==> src/rtl/measurement_round_loader.sv <==
// measurement_round_loader
//   Unpacks the 8-bit syndrome byte stream into measurement rounds and
//   buffers them in a round FIFO. A load_start replays one decoding block
//   (ROUNDS_PER_BLOCK rounds on consecutive cycles) into the decoding graph.
//
// Ports
//   clk               sole clock, rising edge
//   reset             asynchronous, active-high
//   input_data        syndrome byte
//   input_valid       byte valid
//   input_ready       byte accepted when valid && ready (registered)
//   flush             synchronous clear of FIFO, unpacker and load
//   load_start        request one block
//   measurements      round data to the graph (holds when not valid)
//   measurement_valid measurements valid this cycle
//   round_index       index of the presented round within the block
//   load_done         one-cycle pulse with the last round of a block
//   busy              load in progress (not set on the last round)
//   block_available   fifo_count >= ROUNDS_PER_BLOCK
//   fifo_count        rounds buffered
module measurement_round_loader #(
  parameter int ROUND_BITS       = 4,
  parameter int ROUNDS_PER_BLOCK = 3,
  parameter int FIFO_DEPTH       = 4,
  localparam int BYTES_PER_ROUND = (ROUND_BITS + 7) / 8,
  localparam int CW              = $clog2(FIFO_DEPTH + 1),
  localparam int IW              = (ROUNDS_PER_BLOCK > 1) ? $clog2(ROUNDS_PER_BLOCK) : 1
) (
  input  logic                  clk,
  input  logic                  reset,
  input  logic [7:0]            input_data,
  input  logic                  input_valid,
  output logic                  input_ready,
  input  logic                  flush,
  input  logic                  load_start,
  output logic [ROUND_BITS-1:0] measurements,
  output logic                  measurement_valid,
  output logic [IW-1:0]         round_index,
  output logic                  load_done,
  output logic                  busy,
  output logic                  block_available,
  output logic [CW-1:0]         fifo_count
);

  localparam int BW = (BYTES_PER_ROUND > 1) ? $clog2(BYTES_PER_ROUND) : 1;
  localparam int PW = (FIFO_DEPTH > 1) ? $clog2(FIFO_DEPTH) : 1;

  typedef enum logic {
    S_IDLE,
    S_LOAD
  } state_t;

  state_t                state_q, state_d;
  logic [IW-1:0]         pop_cnt_q, pop_cnt_d;
  logic [BW-1:0]         byte_cnt_q, byte_cnt_d;
  logic [ROUND_BITS-1:0] asm_q, asm_d;
  logic [PW-1:0]         wr_ptr_q, wr_ptr_d;
  logic [PW-1:0]         rd_ptr_q, rd_ptr_d;
  logic [CW-1:0]         count_q, count_d;
  logic                  ready_q, ready_d;
  logic [ROUND_BITS-1:0] meas_q, meas_d;
  logic                  mvalid_q, mvalid_d;
  logic [IW-1:0]         ridx_q, ridx_d;
  logic                  done_q, done_d;
  logic                  busy_q, busy_d;

  logic [ROUND_BITS-1:0] mem_q [FIFO_DEPTH];

  logic                  accept;
  logic                  last_byte;
  logic                  push;
  logic                  pop;
  logic                  start;
  logic                  blk_avail;
  logic [ROUND_BITS-1:0] round_w;

  function automatic logic [PW-1:0] ptr_inc(input logic [PW-1:0] p);
    return (p == PW'(FIFO_DEPTH - 1)) ? '0 : p + PW'(1);
  endfunction

  always_comb begin
    accept    = input_valid && ready_q;
    last_byte = (byte_cnt_q == BW'(BYTES_PER_ROUND - 1));

    // Current byte lands in lane byte_cnt_q; earlier lanes come from the
    // assembly register. Bits at or above ROUND_BITS simply never exist.
    round_w = asm_q;
    for (int i = 0; i < ROUND_BITS; i++) begin
      if ((i / 8) == int'(byte_cnt_q)) begin
        round_w[i] = input_data[i % 8];
      end
    end

    push      = accept && last_byte;
    blk_avail = (count_q >= CW'(ROUNDS_PER_BLOCK));
    start     = (state_q == S_IDLE) && load_start && blk_avail;
    pop       = start || (state_q == S_LOAD);

    state_d    = state_q;
    pop_cnt_d  = pop_cnt_q;
    byte_cnt_d = byte_cnt_q;
    asm_d      = asm_q;
    wr_ptr_d   = wr_ptr_q;
    rd_ptr_d   = rd_ptr_q;
    meas_d     = meas_q;
    mvalid_d   = 1'b0;
    ridx_d     = ridx_q;
    done_d     = 1'b0;
    busy_d     = busy_q;

    if (accept) begin
      byte_cnt_d = last_byte ? '0 : byte_cnt_q + BW'(1);
      asm_d      = round_w;
    end

    if (push) wr_ptr_d = ptr_inc(wr_ptr_q);
    if (pop)  rd_ptr_d = ptr_inc(rd_ptr_q);

    case ({push, pop})
      2'b10:   count_d = count_q + CW'(1);
      2'b01:   count_d = count_q - CW'(1);
      default: count_d = count_q;
    endcase

    if (pop) begin
      meas_d   = mem_q[rd_ptr_q];
      mvalid_d = 1'b1;
    end

    if (start) begin
      ridx_d = '0;
      if (ROUNDS_PER_BLOCK == 1) begin
        done_d = 1'b1;
        busy_d = 1'b0;
      end else begin
        state_d   = S_LOAD;
        pop_cnt_d = IW'(1);
        busy_d    = 1'b1;
      end
    end else if (state_q == S_LOAD) begin
      ridx_d = pop_cnt_q;
      if (pop_cnt_q == IW'(ROUNDS_PER_BLOCK - 1)) begin
        done_d  = 1'b1;
        busy_d  = 1'b0;
        state_d = S_IDLE;
      end else begin
        pop_cnt_d = pop_cnt_q + IW'(1);
      end
    end

    // Ready looks one edge ahead so a full FIFO never sees a push.
    ready_d = (count_d != CW'(FIFO_DEPTH));

    if (flush) begin
      state_d    = S_IDLE;
      pop_cnt_d  = '0;
      byte_cnt_d = '0;
      asm_d      = asm_q;
      wr_ptr_d   = '0;
      rd_ptr_d   = '0;
      count_d    = '0;
      meas_d     = meas_q;
      ridx_d     = ridx_q;
      mvalid_d   = 1'b0;
      done_d     = 1'b0;
      busy_d     = 1'b0;
      ready_d    = 1'b1;
    end
  end

  always_ff @(posedge clk or posedge reset) begin
    if (reset) begin
      state_q    <= S_IDLE;
      pop_cnt_q  <= '0;
      byte_cnt_q <= '0;
      wr_ptr_q   <= '0;
      rd_ptr_q   <= '0;
      count_q    <= '0;
      ready_q    <= 1'b0;
      meas_q     <= '0;
      mvalid_q   <= 1'b0;
      ridx_q     <= '0;
      done_q     <= 1'b0;
      busy_q     <= 1'b0;
    end else begin
      state_q    <= state_d;
      pop_cnt_q  <= pop_cnt_d;
      byte_cnt_q <= byte_cnt_d;
      wr_ptr_q   <= wr_ptr_d;
      rd_ptr_q   <= rd_ptr_d;
      count_q    <= count_d;
      ready_q    <= ready_d;
      meas_q     <= meas_d;
      mvalid_q   <= mvalid_d;
      ridx_q     <= ridx_d;
      done_q     <= done_d;
      busy_q     <= busy_d;
    end
  end

  // Round storage and partial-round bytes carry no control meaning, so
  // they are left out of reset; the counters above decide what is live.
  always_ff @(posedge clk) begin
    if (push && !flush) mem_q[wr_ptr_q] <= round_w;
    asm_q <= asm_d;
  end

  assign input_ready       = ready_q;
  assign measurements      = meas_q;
  assign measurement_valid = mvalid_q;
  assign round_index       = ridx_q;
  assign load_done         = done_q;
  assign busy              = busy_q;
  assign block_available   = blk_avail;
  assign fifo_count        = count_q;

endmodule

==> config.mk <==
export PLATFORM = sky130hd
export DESIGN_NAME = measurement_round_loader
export DESIGN_NICKNAME = d
export VERILOG_FILES = /design/src/rtl/measurement_round_loader.sv
export SDC_FILE = /design/constraint.sdc
export NUM_CORES = 1
export LEC_CHECK = 0
export CELL_PAD_IN_SITES_DETAIL_PLACEMENT = 2
export CELL_PAD_IN_SITES_GLOBAL_PLACEMENT = 2
export CORE_MARGIN = 2
export CORE_UTILIZATION = 32
export CTS_CLUSTER_SIZE = 16
export DETAILED_ROUTE_END_ITERATION = 12
export PLACE_DENSITY_LB_ADDON = 0.3
export SYNTH_ARGS = -nofsm -noshare
export SYNTH_HDL_FRONTEND = slang
export SYNTH_SLANG_ARGS = --single-unit
==> constraint.sdc <==
create_clock -name clk -period 2.25 [get_ports clk]
set_input_delay 0.675 -clock clk [delete_from_list [all_inputs] [get_ports clk]]
set_output_delay 0.675 -clock clk [all_outputs]
set_load 0.01 [all_outputs]
==> metrics.md <==
| Metric | Value |
|---|---|
| CTS max path bufs | 2 |
| Clk sinks | 36 |
| Min Clock Period, post-route | 2190 ps |
| Placer's final routability congestion estimate | about 0.7 |
| Final setup fails | 0 |
| Port bufs | 22 |
| Final Max Slew Viols | 0 |
| DR WL/cell | ~17 µm |
| Post-Synthesis Mean Instance Area | ~14 µm² |
| WL final | approximately 3.6 mm |
| Hold path depth | 1 |
| Clock transition at path regs | about 70 ps |
| Pin count of the biggest net entering global routing | 21 |
| Mapped Nets | 130 |
| Cells after Synth | 110 |
| Cells taking the most area after synthesis | dfrtp_1 (31%), edfxtp_1 (30%), mux4_2 (5.7%), ha_1 (4.7%), mux2_4 (3.8%) |
| Status | complete, no violations |
| Seq. cell area | 982 µm² |
| Post-synthesis xor/xnor area fraction | approximately 1.7% |
| Initial antenna violation count | 0 |
| Layout fillers | 488 |
| Nets@finish | about 170 |
| Cell variety after synth | 31 |
| Crit path max fanout | 2 |
| Die Span Y | between 70 and 80 µm |
| Die ar. | between 5000 and 6000 µm² |
| Pre-antenna DRT Iters | 2 |
| Post-synthesis adder-cell area fraction | ~6% |
| Cell type with the largest total area after synthesis | dfrtp_1 |
| Hold Vio Cnt, Final | 0 |
| RSZ-0062 raised after global routing | false |
| FP Rows | 25 |
| CP Class | input port to flip-flop |
| Leakage | 0.853 nW |
| Multi-input combinational cell area | about 580 µm² |
| Worst-Margin Slew | ~340 ps |
| CTS Buf Count | 5 |
| Final instance area | 2120 µm² |
| Synth Cell Area | around 1600 µm² |
| Yosys warns | 0 |
| VDD IR max | between 300 and 400 µV |
| Starting Density | 33.5% |
| Top FF cell, synth | dfrtp_1 |
| Detailed Place HPWL | 2.78 mm |
| Final antenna-violating net count | 0 |
| Main combinational cell family by area after synthesis | multiplexers |
| Fin crit share | between 90 and 100% |
| Slew margin rel. | between 70% and 80% |
| Area after DPL | ~2000 µm² |
| Hold crit path type | flip-flop to flip-flop |
| DR vias | about 1.0k |
| Vias/cell | between 4 and 5 |
| 1st-iter DRT viols | 24 |
| Ant diodes | 0 |
| Power Dens Cells | around 1100 nW/µm² |
| Max H-tree Level | 2 |
| GRT Util Overall | between 15 and 20% |
| Ports | 27 |
| GRT overflow | 0 |
| Die W | between 70 and 80 µm |
| First-pass GRT wire length | around 6 mm |
| Post-synth EDFFs | 16 |
| Compound-Gate Fraction of Synth Area | a little under a tenth |
| Worst path arrival time | 2360 ps |
| Core area | 4750 µm² |
| CTS tree | yes |
| Remaining DRCs | 0 |
| Clk_lat worst skew | 290 ps |
| Mux cell area share after synthesis | between 10% and 20% |
| Simple-gate share of the synthesized area | around 7.5% |
| MaxCap Viol Count | 0 |
| Register area share after synthesis | between 60% and 70% |
| CTS hold repair buffers | 0 |
| Area grow syn2layout | 33.5% |
| Yosys top cell area share | approximately a third |
| Vias in the first global route | ~1.2k |
| Peak Freq | ~460 MHz |
| Fraction of registers with async set/reset | 55.6% |
| CP Launch Type | input port |
| Clock skew | approximately 6.8 ps |
| CTS root buf | clkbuf_8 |
| FF+latch count, synth | 36 |
| Crit. End Element | flip-flop |
| Worst Reg-to-Reg Cells | 8 |
| Worst Path Required | 2420 ps |
| WHS | between 500 and 600 ps |
| Layout cells sized above 1 | 25.5% |
-- power breakdown --
part | switching, mW | internal [mW]
combinational | 0.365 | 0.499
clock | 0.227 | 0.329
sequential | 0.0972 | 0.810
total | 0.690 | 1.64
-- worst paths after layout --
kind | slack, ps | from | to
min in group asynchronous | 730 | reset | measurements[1]
hold reg to reg | 500 | round_index[1] | round_index[1]
hold / removal | 500 | round_index[1] | round_index[1]
max in group asynchronous | 1290 | reset | fifo_count[0]
setup reg to reg | 100 | fifo_count[0] | input_ready
setup / recovery | 60 | input_valid | input_ready
-- stage by stage --
stage / worst slack [ps] / std cells / power, mW / TNS [ps] / utilization (%)
CTS: 12.0 / 220 / 2.37 / 0 / 44.7
floorplan: 18.2 / 110 / 1.36 / 0 / -
global route: 21.4 / 220 / 2.48 / 0 / 44.7
detailed placement: -650 / 211 / 1.78 / -1290 / 42.0
global placement: -538 / 211 / 1.70 / -1010 / 42.0
finish: 60.5 / 220 / 2.33 / 0 / 44.7
-- what timing repair did --
action,in CTS,in global routing
gates resized for setup,5,0
pin swaps,4,2
endpoints found under the setup margin,2,2
setup buffers,1,0
-- routing by layer --
| layer | routed length, µm | vias to the layer above | GRT usage, % | share of wire (%) |
|---|---|---|---|---|
| li1 | - | 473 | - | - |
| met4 | 49 | 0 | 5.16 | 1.3 |
| met5 | 0 | - | 0 | 0 |
| met3 | 110 | 5 | 4.20 | 3.0 |
| met1 | 1500 | 535 | 17.6 | 41 |
| met2 | 1970 | 17 | 26.7 | 54 |
-- critical path, cell delays in order --
cell,delay [ps]
dlygate4sd2_1,250
nand2_2,100
ha_4,140
inv_1,50
fa_2,370
xor2_1,160
or3_1,340
a211o_1,270
-- final cells by class --
class / count / area share, %
Sequential cell: 36 / 46.2
Tap cell: 67 / 3.95
Multi-Input combinational cell: 62 / 27.3
Clock inverter: 2 / 1.65
Clock buffer: 6 / 3.42
Timing Repair Buffer: 37 / 15.6
Inverter: 10 / 1.88
-- cell usage in the layout (no fill, tap or decap) --
cell type	instances
and2_1	5
inv_1	9
ha_4	1
clkbuf_1	1
o2111a_1	1
clkdlybuf4s50_1	20
nor3_1	1
xor2_1	2
or3_1	2
nor2_1	4
bufinv_16	1
dfrtp_1	19
dlygate4sd2_1	1
inv_4	1
a21o_2	1
a22o_1	2
a211o_1	1
buf_4	15
ha_1	5
nand2_2	1
edfxtp_1	16
mux2i_1	2
clkbuf_8	5
a21o_4	1
a31oi_4	1
nand3_1	1
a21oi_1	6
clkinv_2	1
dfrtp_2	1
nand3b_1	1
nand2_1	4
nor2b_1	4
clkdlybuf4s15_1	1
o21ba_2	1
fa_2	1
a211oi_1	1
xnor2_1	1
mux4_2	4
mux2_4	4
o21ai_0	4
-- flip-flops by register name, summed over array words and instances (netlist names) --
name               flops
wr_ptr_q               2
load_done              1
round_index            2
pop_cnt_q              2
input_ready            1
measurements           4
state_q                1
mem_q                 16
busy                   1
fifo_count             3
measurement_valid      1
rd_ptr_q               2
-- synthesized netlist by cell type (all sizes together), types with 2 or more instances --
cell type  number
mux2i           2
edfxtp         16
a22o            2
nand2           5
nor2            4
dfrtp          20
a21o            2
o21ai           4
inv            10
ha              6
a21oi           6
mux4            4
or3             2
mux2            4
and2            5
xor2            2
nor2b           4
-- cell families (layout without fill, tap and decap cells) --
logic type      Yosys count  in the layout
compound gates           19             19
simple gates             23             23
mux                      10             10
fa+ha+maj                 7              7
buf+inv                  12             55
flops                    36             36
xor+xnor                  3              3
(Power assumes the default switching activity.)
